### src/rtl/norm_shift_seq.sv
// norm_shift_seq: iterative normalizer for two's-complement fractional operands.
// The operand shifts left one bit per clock until its two top bits differ.
// The design then reports the normalized mantissa and the number of shifts.
// shift_cnt feeds a power-of-2 decoder directly, so it never exceeds MAX_SHIFT.
`timescale 1ns/1ps
module norm_shift_seq #(
  parameter int DATA_W    = 24,
  parameter int CNT_W     = 5,
  parameter int MAX_SHIFT = 23
) (
  input  logic              clk,
  input  logic              reset_n,
  input  logic              start,
  input  logic [DATA_W-1:0] din,
  output logic              busy,
  output logic              done,
  output logic [DATA_W-1:0] norm_out,
  output logic [CNT_W-1:0]  shift_cnt,
  output logic              zero
);

  typedef enum logic [1:0] {
    IDLE  = 2'd0,
    SHIFT = 2'd1,
    DONE  = 2'd2
  } state_t;

  state_t                   state_q, state_d;
  logic signed [DATA_W-1:0] mant_q, mant_d;
  logic        [CNT_W-1:0]  cnt_q, cnt_d;
  logic                     zero_q, zero_d;

  // Top two bits differ: the operand is normalized.
  // For a zero operand this never occurs, so zero skips SHIFT entirely.
  logic normalized;
  logic at_max;

  assign normalized = (mant_q[DATA_W-1] != mant_q[DATA_W-2]);
  assign at_max     = (cnt_q == CNT_W'(MAX_SHIFT));

  // State and working registers; reset abandons any operation in flight.
  always_ff @(posedge clk) begin
    if (!reset_n) begin
      state_q <= IDLE;
      mant_q  <= '0;
      cnt_q   <= '0;
      zero_q  <= 1'b0;
    end else begin
      state_q <= state_d;
      mant_q  <= mant_d;
      cnt_q   <= cnt_d;
      zero_q  <= zero_d;
    end
  end

  // Next-state logic. The operand is captured from either IDLE or DONE.
  // Capturing from DONE lets operations run back-to-back.
  always_comb begin
    state_d = state_q;
    mant_d  = mant_q;
    cnt_d   = cnt_q;
    zero_d  = zero_q;
    case (state_q)
      IDLE, DONE: begin
        if (start) begin
          mant_d = din;
          cnt_d  = '0;
          if (din == '0) begin
            zero_d  = 1'b1;
            state_d = DONE;
          end else begin
            zero_d  = 1'b0;
            state_d = SHIFT;
          end
        end else if (state_q == DONE) begin
          state_d = IDLE;
        end
      end
      SHIFT: begin
        if (normalized || at_max) begin
          state_d = DONE;
        end else begin
          // Zeros enter at the LSB. The sign survives because shifting stops
          // before the sign bit would be overwritten.
          mant_d = {mant_q[DATA_W-2:0], 1'b0};
          cnt_d  = cnt_q + CNT_W'(1);
        end
      end
      default: state_d = IDLE;
    endcase
  end

  // The working registers also hold the result, so it stays valid in IDLE.
  assign busy      = (state_q == SHIFT);
  assign done      = (state_q == DONE);
  assign norm_out  = mant_q;
  assign shift_cnt = cnt_q;
  assign zero      = zero_q;

endmodule

### config.mk
export PLATFORM = sky130hd
export DESIGN_NAME = norm_shift_seq
export DESIGN_NICKNAME = d
export VERILOG_FILES = /design/src/rtl/norm_shift_seq.sv
export SDC_FILE = /design/constraint.sdc
export NUM_CORES = 1
export LEC_CHECK = 0
export ABC_AREA = 1
export BUFFER_PORTS_ARGS = -buffer_cell sky130_fd_sc_hd__buf_2
export CORE_MARGIN = 2
export CORE_UTILIZATION = 54
export DETAILED_ROUTE_END_ITERATION = 12
export PLACE_DENSITY = 0.84
export SYNTH_ARGS = -nofsm -noshare
export SYNTH_HDL_FRONTEND = slang
export SYNTH_SLANG_ARGS = --single-unit
### constraint.sdc
create_clock -name clk -period 2.1 [get_ports clk]
set_clock_uncertainty 0.05 [all_clocks]
set_input_delay 0.315 -clock clk [delete_from_list [all_inputs] [get_ports clk]]
set_output_delay 0.315 -clock clk [all_outputs]
set_load 0.005 [all_outputs]
==> summary.txt <==
Logic synthesis
  – List of most frequent post-synthesis cells: nand2_1, dfxtp_1, nor2_1, nand3_1, a21oi_1
  – Synth Register Bits: 32
  – Post-synthesis sequential area ratio: 34.97%
  – Synth top area cells: dfxtp_1, nand2_1, nand3_1
  – Synthesized area per cell: 6.784 µm²
  – Cells after synthesis: 270
  – Async set-reset flop share out of synthesis: 0%
  – Count of different cell masters after synthesis: 26
  – Yosys top cell by area: dfxtp_1
  – Syn nets: 298
  – Count leader, synth: nand2_1
  – Post-synth top flop: dfxtp_1
  – Mapped cell area: 1832 µm²
  – EDFF count, synth: 0
  – Top cell type's share of synthesized area: 34.97%
  – Synth warnings: 0

Floorplanning
  – DIE AREA: 3874 µm²
  – I/O Pins: 59
  – FP Rows: 21
  – Die height: 62.24 µm
  – Core area: 3284 µm²
  – Initial core utilization: 55.77%
  – Die W: 62.24 µm

Run status
  – Status: finished clean

GRT
  – GRT Util Overall: 22.15%
  – Met2 Use GR: 36.28%
  – Largest net degree at the start of global routing: 32
  – Busiest grt layer: met2
  – GR Util met3: 6.159%
  – Grt total ovfl: 0
  – First-pass GRT wire length: 6.906 mm
  – Vias in the first global route: 1569
  – Initial antenna violation count: 0
  – GRT met1 Usage: 27.97%

Final layout
  – Fillers: 327
  – Fin area: 2135 µm²
  – # nets final: 349
  – # diodes: 0
  – Layout cells sized above 1: 29.81%
  – Post-Layout Cell Count: 368
  – Layout area overhead: 16.53%
  – Fin util: 64.99%

CTS
  – Resized Gates After CTS: 0
  – # clock sinks: 32
  – Clock Tree Root: clkbuf_4
  – TritonCTS clock tree: yes
  – Clock slew seen by the registers of the worst setup and hold paths: 100 ps
  – # hold bufs at CTS: 0
  – Setup Fix Bufs, Post-CTS: 0
  – Num CTS Buffers: 5
  – Clk Latency, worst-skew pair: 350 ps
  – Max Buffers Root-to-Sink: 2
  – H-tree depth: 2

Critical path
  – WP buf/inv: 2
  – Worst setup SP type: flop
  – Arrival time worst endpoint: 1900 ps
  – Critical path class: flop to flop
  – Cell family with most CP delay: buffers and inverters
  – Crit-path cells: ha_1, nand2_2, clkinv_2, nand3_2, nand3_4, buf_4, nand3_1, a21oi_1
  – Critical Path RT: 2320 ps
  – CP Max Fanout: 29
  – CP max stage cell: dfxtp_1
  – Max stage delay on crit path: 400 ps
  – Crit end category: flop

STA
  – Period utilization: 79.97%
  – Hold Slack: 164.5 ps
  – Slew HR: 69.02%
  – Worst slew pin tran: 464.1 ps
  – Fin. Hold Viols: 0
  – Tmin final: 1679 ps
  – Final setup fails: 0
  – Max-slew violations: 0
  – Fmax: 595.4 MHz
  – Post-route setup slack: 420.6 ps
  – Unrepaired setup endpoints after global routing: false
  – Setup TNS: 0 ps

Run
  – Max_cap viols: 0

Min path
  – Worst hold path type: primary input to flop

Placement
  – Placed Area: 2076 µm²
  – Inst Count DP: 360
  – RePlAce Congestion: 0.8075
  – Placed wire-length estimate: 2.864 mm
  – Dpl ws: 448.6 ps
  – Port Buf Inserts: 58

Routing
  – TritonRoute pass-1 iters: 4
  – Routed length per placed instance: 11.58 µm
  – Routed wire length: 4.262 mm
  – Drt drc: 0
  – Routed vias/inst: 5.027
  – Post-DRT Antenna Nets: 0
  – Total number of vias: 1850
  – Initial drt markers: 155

Pwr
  – Pwr Total: 1.484 mW
  – Pwr dens: 695.1 nW/µm²
  – Leakage power: 1.035 nW
  – VDD IR max: 0.3303 mV
==> layer usage <==
layer	vias to the layer above	wire length [µm]
li1	962	-
met1	816	1879
met2	67	2026
met3	5	291
met4	0	64
met5	-	0
==> final timing paths <==
| kind | slack [ps] | start | end | depth (start not counted) |
|---|---|---|---|---|
| hold / removal | 160 | reset_n | shift_cnt[3]$_SDFFE_PN0P_ | 3 |
| setup / recovery | 420 | shift_cnt[0]$_SDFFE_PN0P_ | norm_out[13]$_SDFFE_PN0P_ | 8 |
| hold reg to reg | 420 | zero$_SDFFE_PN0P_ | zero$_SDFFE_PN0P_ | 2 |
| setup reg to reg | 420 | shift_cnt[0]$_SDFFE_PN0P_ | norm_out[13]$_SDFFE_PN0P_ | 8 |
==> logic make-up (layout without fill, tap and decap cells) <==
group                    count (synthesis)  count (layout)  share of synthesized area [%]
AO/OA/AOI/OAI                           33              33                          11.20
adder cells (fa/ha/maj)                  1               1                         0.6830
buffers and inverters                   28              80                          9.221
AND/OR/NAND/NOR                        176             176                          43.92
flip-flops                              32              32                          34.97
==> flip-flops by register name, summed over array words and instances, names as in the netlist <==
signal and cells:
zero 1, shift_cnt 5, state_q 2, norm_out 24
==> tightest hold or removal path: cells and delay by family <==
family,cells,cell delay (ps)
AND/OR/NAND/NOR,2,90
buffers and inverters,1,120
==> area by class of cell <==
class / count / area [µm²] / area share, %
clock buffers: 8 / 58.81 / 2.755
repair buffers: 61 / 312.8 / 14.65
inverters: 11 / 42.54 / 1.993
flip-flops and latches: 32 / 640.6 / 30.01
multi-input cells: 210 / 1022 / 47.89
well taps: 46 / 57.56 / 2.696
==> power by group <==
| part | total [mW] | internal (mW) | switching, mW | leakage, nW |
|---|---|---|---|---|
| combinational | 0.387 | 0.150 | 0.238 | 0.740 |
| sequential | 0.711 | 0.662 | 0.0495 | 0.263 |
| clock | 0.385 | 0.165 | 0.220 | 0.0326 |
| total | 1.48 | 0.976 | 0.507 | 1.03 |
==> layout by cell type (no fill, tap or decap), types with 5 or more instances in the layout <==
master,synthesis,routed
nand2_1,111,111
buf_2,7,58
dfxtp_1,32,32
nor2_1,25,25
nand3_1,22,22
a21oi_1,19,19
nand3_2,11,11
a21oi_2,10,10
inv_1,7,7
clkbuf_4,0,5
Note: power is estimated with default switching activity, not from simulation.
